`src/rtl/seq_det_pkg.sv`:
```
// Shared types and the "1011" overlapping detector step function
// used by the multi-channel detector scheduler.
package seq_det_pkg;

    typedef enum logic [1:0] {
        S0 = 2'd0,
        S1 = 2'd1,
        S2 = 2'd2,
        S3 = 2'd3
    } state_t;

    localparam logic [3:0] PATTERN = 4'b1011;

    typedef struct packed {
        state_t nxt;
        logic   match;
    } step_t;

    // One Mealy step; S3 plus the pattern's last bit completes a match
    // and falls back to S1 so the trailing 1 can start the next pattern.
    function automatic step_t next_state(input state_t s, input logic b);
        step_t r;
        r.nxt   = S0;
        r.match = 1'b0;
        unique case (s)
            S0: r.nxt = b ? S1 : S0;
            S1: r.nxt = b ? S1 : S2;
            S2: r.nxt = b ? S3 : S0;
            S3: begin
                r.nxt   = b ? S1 : S2;
                r.match = (b == PATTERN[0]);
            end
            default: r.nxt = S0;
        endcase
        return r;
    endfunction

endpackage

```
`src/rtl/seq_det_sched_rr_arbiter.sv`:
```
// Combinational round-robin arbiter: first requester at or above ptr,
// wrapping, wins a one-hot grant.
module rr_arbiter #(
    parameter int NCH = 4,
    parameter int CHW = $clog2(NCH)
) (
    input  logic [NCH-1:0] req,
    input  logic [CHW-1:0] ptr,
    output logic [NCH-1:0] gnt,
    output logic [CHW-1:0] idx,
    output logic           any_gnt
);

    always_comb begin
        int j;
        logic [CHW-1:0] jj;
        gnt     = '0;
        idx     = '0;
        any_gnt = 1'b0;
        for (int k = 0; k < NCH; k++) begin
            j = int'(ptr) + k;
            if (j >= NCH) j = j - NCH;
            jj = CHW'(j);
            if (!any_gnt && req[jj]) begin
                any_gnt = 1'b1;
                idx     = jj;
                gnt[jj] = 1'b1;
            end
        end
    end

endmodule

```
`src/rtl/seq_det_sched.sv`:
```
// One shared "1011" detector time-multiplexed over NCH serial channels,
// with per-channel saved context and round-robin bit scheduling.
module seq_det_sched
    import seq_det_pkg::*;
#(
    parameter int NCH  = 4,
    parameter int CHW  = $clog2(NCH),
    parameter int CNTW = 8
) (
    input  logic            clk,
    input  logic            rst,
    input  logic [NCH-1:0]  req,
    input  logic [NCH-1:0]  din,
    input  logic [NCH-1:0]  clr,
    output logic [NCH-1:0]  gnt,
    output logic            match_vld,
    output logic [CHW-1:0]  match_ch,
    output logic [CNTW-1:0] match_cnt
);

    state_t         ctx   [NCH];
    state_t         ctx_d [NCH];
    logic [CHW-1:0] ptr, ptr_d;
    logic [CHW-1:0] idx;
    logic [NCH-1:0] arb_gnt;
    logic           any_gnt;
    logic           vld_d;
    logic [CHW-1:0] ch_d;
    logic [CNTW-1:0] cnt_d;
    step_t          st;

    rr_arbiter #(.NCH(NCH), .CHW(CHW)) u_arb (
        .req     (req),
        .ptr     (ptr),
        .gnt     (arb_gnt),
        .idx     (idx),
        .any_gnt (any_gnt)
    );

    assign gnt = rst ? '0 : arb_gnt;

    always_comb begin
        ctx_d = ctx;
        ptr_d = ptr;
        vld_d = 1'b0;
        ch_d  = match_ch;
        cnt_d = match_cnt;
        st    = next_state(ctx[idx], din[idx]);
        if (any_gnt) begin
            ptr_d = (idx == CHW'(NCH - 1)) ? '0 : idx + 1'b1;
            // A flush on the granted channel swallows its bit.
            if (!clr[idx]) begin
                ctx_d[idx] = st.nxt;
                if (st.match) begin
                    vld_d = 1'b1;
                    ch_d  = idx;
                    if (match_cnt != '1) cnt_d = match_cnt + 1'b1;
                end
            end
        end
        for (int i = 0; i < NCH; i++) begin
            if (clr[i]) ctx_d[i] = S0;
        end
    end

    always_ff @(posedge clk) begin
        if (rst) begin
            for (int i = 0; i < NCH; i++) ctx[i] <= S0;
            ptr       <= '0;
            match_vld <= 1'b0;
            match_ch  <= '0;
            match_cnt <= '0;
        end else begin
            ctx       <= ctx_d;
            ptr       <= ptr_d;
            match_vld <= vld_d;
            match_ch  <= ch_d;
            match_cnt <= cnt_d;
        end
    end

endmodule
```
`config.mk`:
```
export PLATFORM = sky130hd
export DESIGN_NAME = seq_det_sched
export DESIGN_NICKNAME = d
export VERILOG_FILES = /design/src/rtl/seq_det_pkg.sv /design/src/rtl/seq_det_sched_rr_arbiter.sv /design/src/rtl/seq_det_sched.sv
export SDC_FILE = /design/constraint.sdc
export NUM_CORES = 1
export LEC_CHECK = 0
export CAP_MARGIN = 10
export CORE_UTILIZATION = 55
export DETAILED_ROUTE_END_ITERATION = 7
export PLACE_DENSITY_LB_ADDON = 0.1
export REMOVE_ABC_BUFFERS = 1
export SLEW_MARGIN = 20
export SYNTH_ARGS = -nofsm -noshare
export SYNTH_HDL_FRONTEND = slang
export SYNTH_SLANG_ARGS = --single-unit
```
`constraint.sdc`:
```
create_clock -name clk -period 11.8 [get_ports clk]
set_clock_uncertainty 0.1 [all_clocks]
set_input_delay 2.36 -clock clk [delete_from_list [all_inputs] [get_ports clk]]
set_output_delay 2.36 -clock clk [all_outputs]
set_load 0.01 [all_outputs]
```
==> flow_metrics.py <==
metrics = {
    "run_status": {
        "status": "finished with violations",
        "violations": "design-rule violations",
    },
    "logic_synthesis": {
        "avgSynthCellArea_sq_um": 8.97,
        "synth_common_cells": "dfxtp_1 (21), mux2i_1 (17), nor2_1 (14), a21oi_1 (13), ha_1 (13)",
        "ys_ff_latch": 21,
        "synth_warnings": 0,
        "synthArstFlopShare_pct": 0,
        "synth_flop_cell": "dfxtp_1",
        "yosysMostFrequentCell": "dfxtp_1",
        "ys_types": 48,
        "synth_edf_count": 0,
        "synth_cells": 187,
        "yosysTopAreaCellShare_pct": 25.1,
        "ys_seq_area_share_pct": 25.1,
        "synth_area_leaders": "dfxtp_1 (25%), mux2i_1 (10%), ha_1 (9.7%), a21oi_1 (3.9%), nor2_1 (3.1%)",
        "synth_area_sq_um": 1680,
        "synth_top_cell_by_area": "dfxtp_1",
    },
    "worst_hold_path": {
        "hold_start": "match_cnt[3]",
        "whs_endpoint": "match_cnt[3]",
        "hold_class": "flip-flop to flip-flop",
        "whs_path_depth": 2,
    },
    "placement": {
        "dp.cells": 236,
        "place_ws_ns": 4.62,
        "gp_congestion": 0.869,
        "io_buffers": 28,
        "place_area_sq_um": 1920,
        "hpwl_microns": 2670,
    },
    "setup_path": {
        "r2r-start": "ptr[0]",
        "ff2ff_setup_slack_ns": 7.13,
        "crit_arrival_ns": 4.72,
        "path_buf_inv": 2,
        "endpoint_kind": "primary output",
        "r2r_end": "match_cnt[0]",
        "start_kind": "input pin",
        "crit_type": "input pin to primary output",
        "cp_top_family": "buffers and inverters",
        "crit_chain": "clkdlybuf4s50_1, mux2i_1, mux2i_1, nor2_1, a221oi_1, nor2_1, clkdlybuf4s50_1",
        "critPathMaxStageDelay_ns": 0.67,
        "path_max_fanout": 11,
        "worstPathRequired_ns": 9.34,
        "cp_slowest_cell": "clkdlybuf4s50_1",
        "reg2reg_depth": 13,
        "crit_cells": 7,
    },
    "floorplan": {
        "initial_core_util_pct": 59.3,
        "io_pins": 29,
        "die_y_microns": 57.2,
        "placementRows": 19,
        "die_w_microns": 57.2,
        "core_area_sq_um": 2830,
        "fp.dieArea_sq_um": 3270,
    },
    "timing": {
        "fmax_mhz": 139,
        "setup_violations": 0,
        "layout_setup_ws_ns": 4.62,
        "fin_tns_setup_ns": 0,
        "timing_hold_violations_final": 0,
        "slew_violations": 0,
        "rsz0062_at_grt": "false",
        "finalCritPeriodShare_pct": 60.8,
        "relSlewSlack_pct": 46.5,
        "tightest_slew_ns": 0.780,
        "fin_crit_ns": 7.18,
        "whs_ns": 0.424,
    },
    "final_layout": {
        "final_cell_area_sq_um": 1950,
        "drive_gt1_share_pct": 9.57,
        "area_growth_pct": 16.4,
        "nFillCells": 236,
        "finish.net_count": 237,
        "num_antenna_cells": 0,
        "fin_cells": 240,
    },
    "pwr": {
        "power_density_nw_per_um2": 187,
        "power.leakage_nw": 0.786,
        "vdd_drop_max_v": 0.000112,
    },
    "cts": {
        "clk_pin_slew_ns": 0.13,
        "htree_levels": 1,
        "clk-insertion-delay-late_ns": 0.32,
        "clockBufferDepth": 2,
        "cts_buffers": 3,
        "ctsResizeCount": 0,
        "cts_tree": "yes",
        "hold_buffers": 0,
        "cts_num_sinks": 21,
        "cts_root_buffer": "clkbuf_4",
        "post_cts_buffers": 0,
    },
    "drt": {
        "routed_wl_microns": 3550,
        "first_pass_iters": 6,
        "vias": 1475,
        "vias_per_cell": 6.15,
        "remaining_drc_errors": 2,
        "ant_nets": 0,
        "wire_per_inst_microns": 14.8,
        "first_iter_violations": 42,
    },
    "grt": {
        "antenna_found_initial": 0,
        "grt_max_degree": 28,
        "gr-usage-all-layers_pct": 23.7,
        "grt_pass1_vias": 1436,
        "grt_pass1_wl_microns": 6170,
        "grt-ovfl-total": 0,
    },
    "flow_run": {
        "max_cap_viol_count": 0,
    },
}
[final cells by class]
type	instances	area (sq um)	share of cell area, %
Sequential cell	21	420	21.5
Tap cell	31	38.8	1.99
Clock buffer	3	22.5	1.15
Multi-Input combinational cell	148	1150	58.7
Timing Repair Buffer	29	288	14.7
Inverter	7	31.3	1.60
Clock inverter	1	5.00	0.256
[metal layers]
metal | share of wire (%) | vias up | global-route usage (%)
li1 | - | 734 | -
met1 | 45 | 711 | 27.8
met2 | 51 | 24 | 43.5
met3 | 2.1 | 6 | 1.36
met4 | 2.3 | 0 | 11.8
met5 | 0 | - | 0
[cell families after synthesis]
group | Yosys count | share of synthesized area [%]
buf+inv | 18 | 6.57
simple gates | 69 | 24.9
flops | 21 | 25.1
compound gates | 44 | 18.7
mux | 22 | 15.1
fa+ha+maj | 13 | 9.70
[through the flow]
stage | total power, W | utilization, %
after floorplan | 0.000272 | -
after global placement | 0.000319 | 68.0
after detailed placement | 0.000327 | 68.0
after CTS | 0.000364 | 69.0
after global routing | 0.000392 | 69.0
final | 0.000364 | 69.0
[power breakdown]
group	internal [W]	switching (W)
registers	0.0000780	0.0000144
logic	0.000101	0.000134
clock network	0.0000127	0.0000239
total	0.000192	0.000173
[flip-flops by register name, summed over array words and instances, names as in the netlist]
name,count
match_cnt,8
ptr,2
match_vld,1
match_ch,2
ctx,8
[worst register-to-register path, delay by kind of cell (launching register included)]
| kind | cells | cell delay [ns] |
|---|---|---|
| and+or+nand+nor | 5 | 1.38 |
| DFF | 1 | 0.75 |
| AOI/OAI and AO/OA | 3 | 0.74 |
| muxes | 2 | 0.67 |
| adders and majority gates | 1 | 0.50 |
| buffers and inverters | 2 | 0.44 |
[how the worst max path moves through the flow]
stage | startpoint | endpoint | slack, ns
after floorplan | req[2] | gnt[0] | 5.87
after global placement | req[2] | gnt[0] | 4.72
after detailed placement | req[3] | gnt[0] | 4.62
after CTS | req[0] | gnt[0] | 4.62
after global routing | req[2] | gnt[0] | 4.39
final | req[0] | gnt[3] | 4.62
[cell usage in the layout (no fill, tap or decap), types with 2 or more instances in the layout]
cell              n
a211oi_1          2
a21oi_1          13
mux2i_1          17
clkbuf_4          3
and3_1            3
nor3_1            9
and3b_1           2
ha_1             13
clkdlybuf4s50_1  28
nand2b_1          4
a22oi_1           5
inv_1             6
nand4_1           5
o21a_1            4
nor3b_1           2
o21ai_0           8
mux2_2            2
nor2_1           14
mux4_2            2
nor4_1            2
a221oi_1          4
nand2_1          10
nand2b_4          2
or3_1             6
dfxtp_1          21
Power figures use the tool's default switching activity.
==> RTL edit, RTL diff (config.mk and constraints unchanged) <==
`NCH` is set to 4 in 2 places; all go to 2.
--- a/src/rtl/seq_det_sched_rr_arbiter.sv
+++ b/src/rtl/seq_det_sched_rr_arbiter.sv
@@ -3,3 +3,3 @@
 module rr_arbiter #(
-    parameter int NCH = 4,
+    parameter int NCH = 2,
     parameter int CHW = $clog2(NCH)
--- a/src/rtl/seq_det_sched.sv
+++ b/src/rtl/seq_det_sched.sv
@@ -5,3 +5,3 @@
 #(
-    parameter int NCH  = 4,
+    parameter int NCH  = 2,
     parameter int CHW  = $clog2(NCH),
Ports: changed (5 resized); port bits go from 29 to 20. The function was not compared with the original's and may differ.
==> RTL edit against the unedited design <==
- maximum frequency grew 14%
- sequential power down 44%
- design area fell by 48%
- cell count decreased by 48%
- largest cell class unchanged
- global-route usage fell by 1.5 points
- worst setup slack gained 0.86 ns
- critical path depth decreased by 4
- power is 75% lower
- sequential cell count down 6
- synthesized area fell by 52%
- synthesized cell count down 52%
- sequential share of layout area is 8.0 points higher
- highest routed layer unchanged
- hold slack lost 0.025 ns
- routed wire length down 52%
==> RTL edit: results (changes against the unedited design) <==
[global_routing]
grt_max_degree=19  ; -32%
use_met3_pct=6.67  ; +5.3 points
grt_util_met1_pct=28.8  ; +0.98 points

[hold_path]
holdPathEnd=match_cnt[4]
hp-start=match_cnt[4]

[final_layout]
n_clock_buffer=4  ; +1
final_area_mm2=0.00102  ; -48%
nNonClkBuffers=19  ; -34%
n_all_inverters=3  ; -4
multi_input_gates=69  ; -53%
layout.nonclk_buf_share_pct=18.7  ; +4.0 points
regArea_um2=300  ; -29%
reg_top3=match_cnt (8), ctx (4)
multi_input_area_share_pct=46.2  ; -12 points
drive_above_1_share_pct=10.9  ; +1.3 points
final_cell_count_no_fill=125  ; -48%
num-nets-final=120  ; -49%

[clock_tree]
path_clk_slew_ns=0.09  ; -0.04 ns
cts_sinks=15  ; -29%

[setup_path]
cp-endpoint=gnt[0]
crit_start=rst
worst_ep_arrival_time_ns=3.86  ; -0.86 ns
reg2reg_to=match_cnt[5]
worst-r2r-cell-count=6  ; -7
max_stage_delay_ns=0.73  ; +0.06 ns
path_max_fanout=18  ; +7

[route]
vias=726  ; -51%
drt-total-wl_mm=1.71  ; -52%
detail_route.iter0.violations=19  ; -55%
firstDrtPassIters=4  ; -2
route.met2.wl_um=784  ; -57%
wl_met3_um=76  ; +2.7%
drt-met1-wl_um=836  ; -47%

[pwr]
p_leak_nw=0.328  ; -58%

[timing]
slew_headroom_pct=58.1  ; +12 points
fmax_ghz=0.158  ; +14%
hold_ws_ns=0.399  ; -0.0248 ns

[placed_design]
dpl.hpwl_mm=1.25  ; -53%
port_buffers=19  ; -32%
pre_cts_slack_ns=5.50  ; +0.881 ns
gp_congestion=0.785  ; -9.7%
place_area_um2=991  ; -49%

[synthesis]
synth_area_leaders=dfxtp_1 (38%), a21oi_1 (6.3%), nor2_1 (4.7%)
syn_area_per_cell_um2=8.90  ; -0.76%
yosys-top-cells-count=dfxtp_1 (15), a21oi_1 (10), nor2_1 (10)

[run_status]
status=finished clean

-- RTL edit: cell count changes after synthesis, moves of 5 or more --
cell,before,now
o21ai_0,8,2
ha_1,13,1
nand2_1,10,4
a22oi_1,5,0
nor3_1,9,2
mux2i_1,17,2
dfxtp_1,21,15
nand4_1,5,0
-- RTL edit: kinds of logic after synthesis --
kind of cell,count (synthesis),synth area share [%]
multiplexers,4,5.31
flip-flops,15,37.5
AND/OR/NAND/NOR,39,29.1
AO/OA/AOI/OAI,25,22.8
buffers and inverters,6,3.75
adder cells (fa/ha/maj),1,1.56
-- RTL edit: where the power goes --
part / total (mW) / leakage, nW / internal, mW / switching (mW)
logic: 0.0103 / 0.192 / 0.00496 / 0.00538
clock network: 0.0290 / 0.0150 / 0.0131 / 0.0159
registers: 0.0516 / 0.121 / 0.0511 / 0.000510
-- RTL edit: tightest hold or removal path: cells and delay by family (launching register included) --
family / cells / cell delay, ns
AO/OA/AOI/OAI: 2 / 0.12
flip-flops: 1 / 0.34
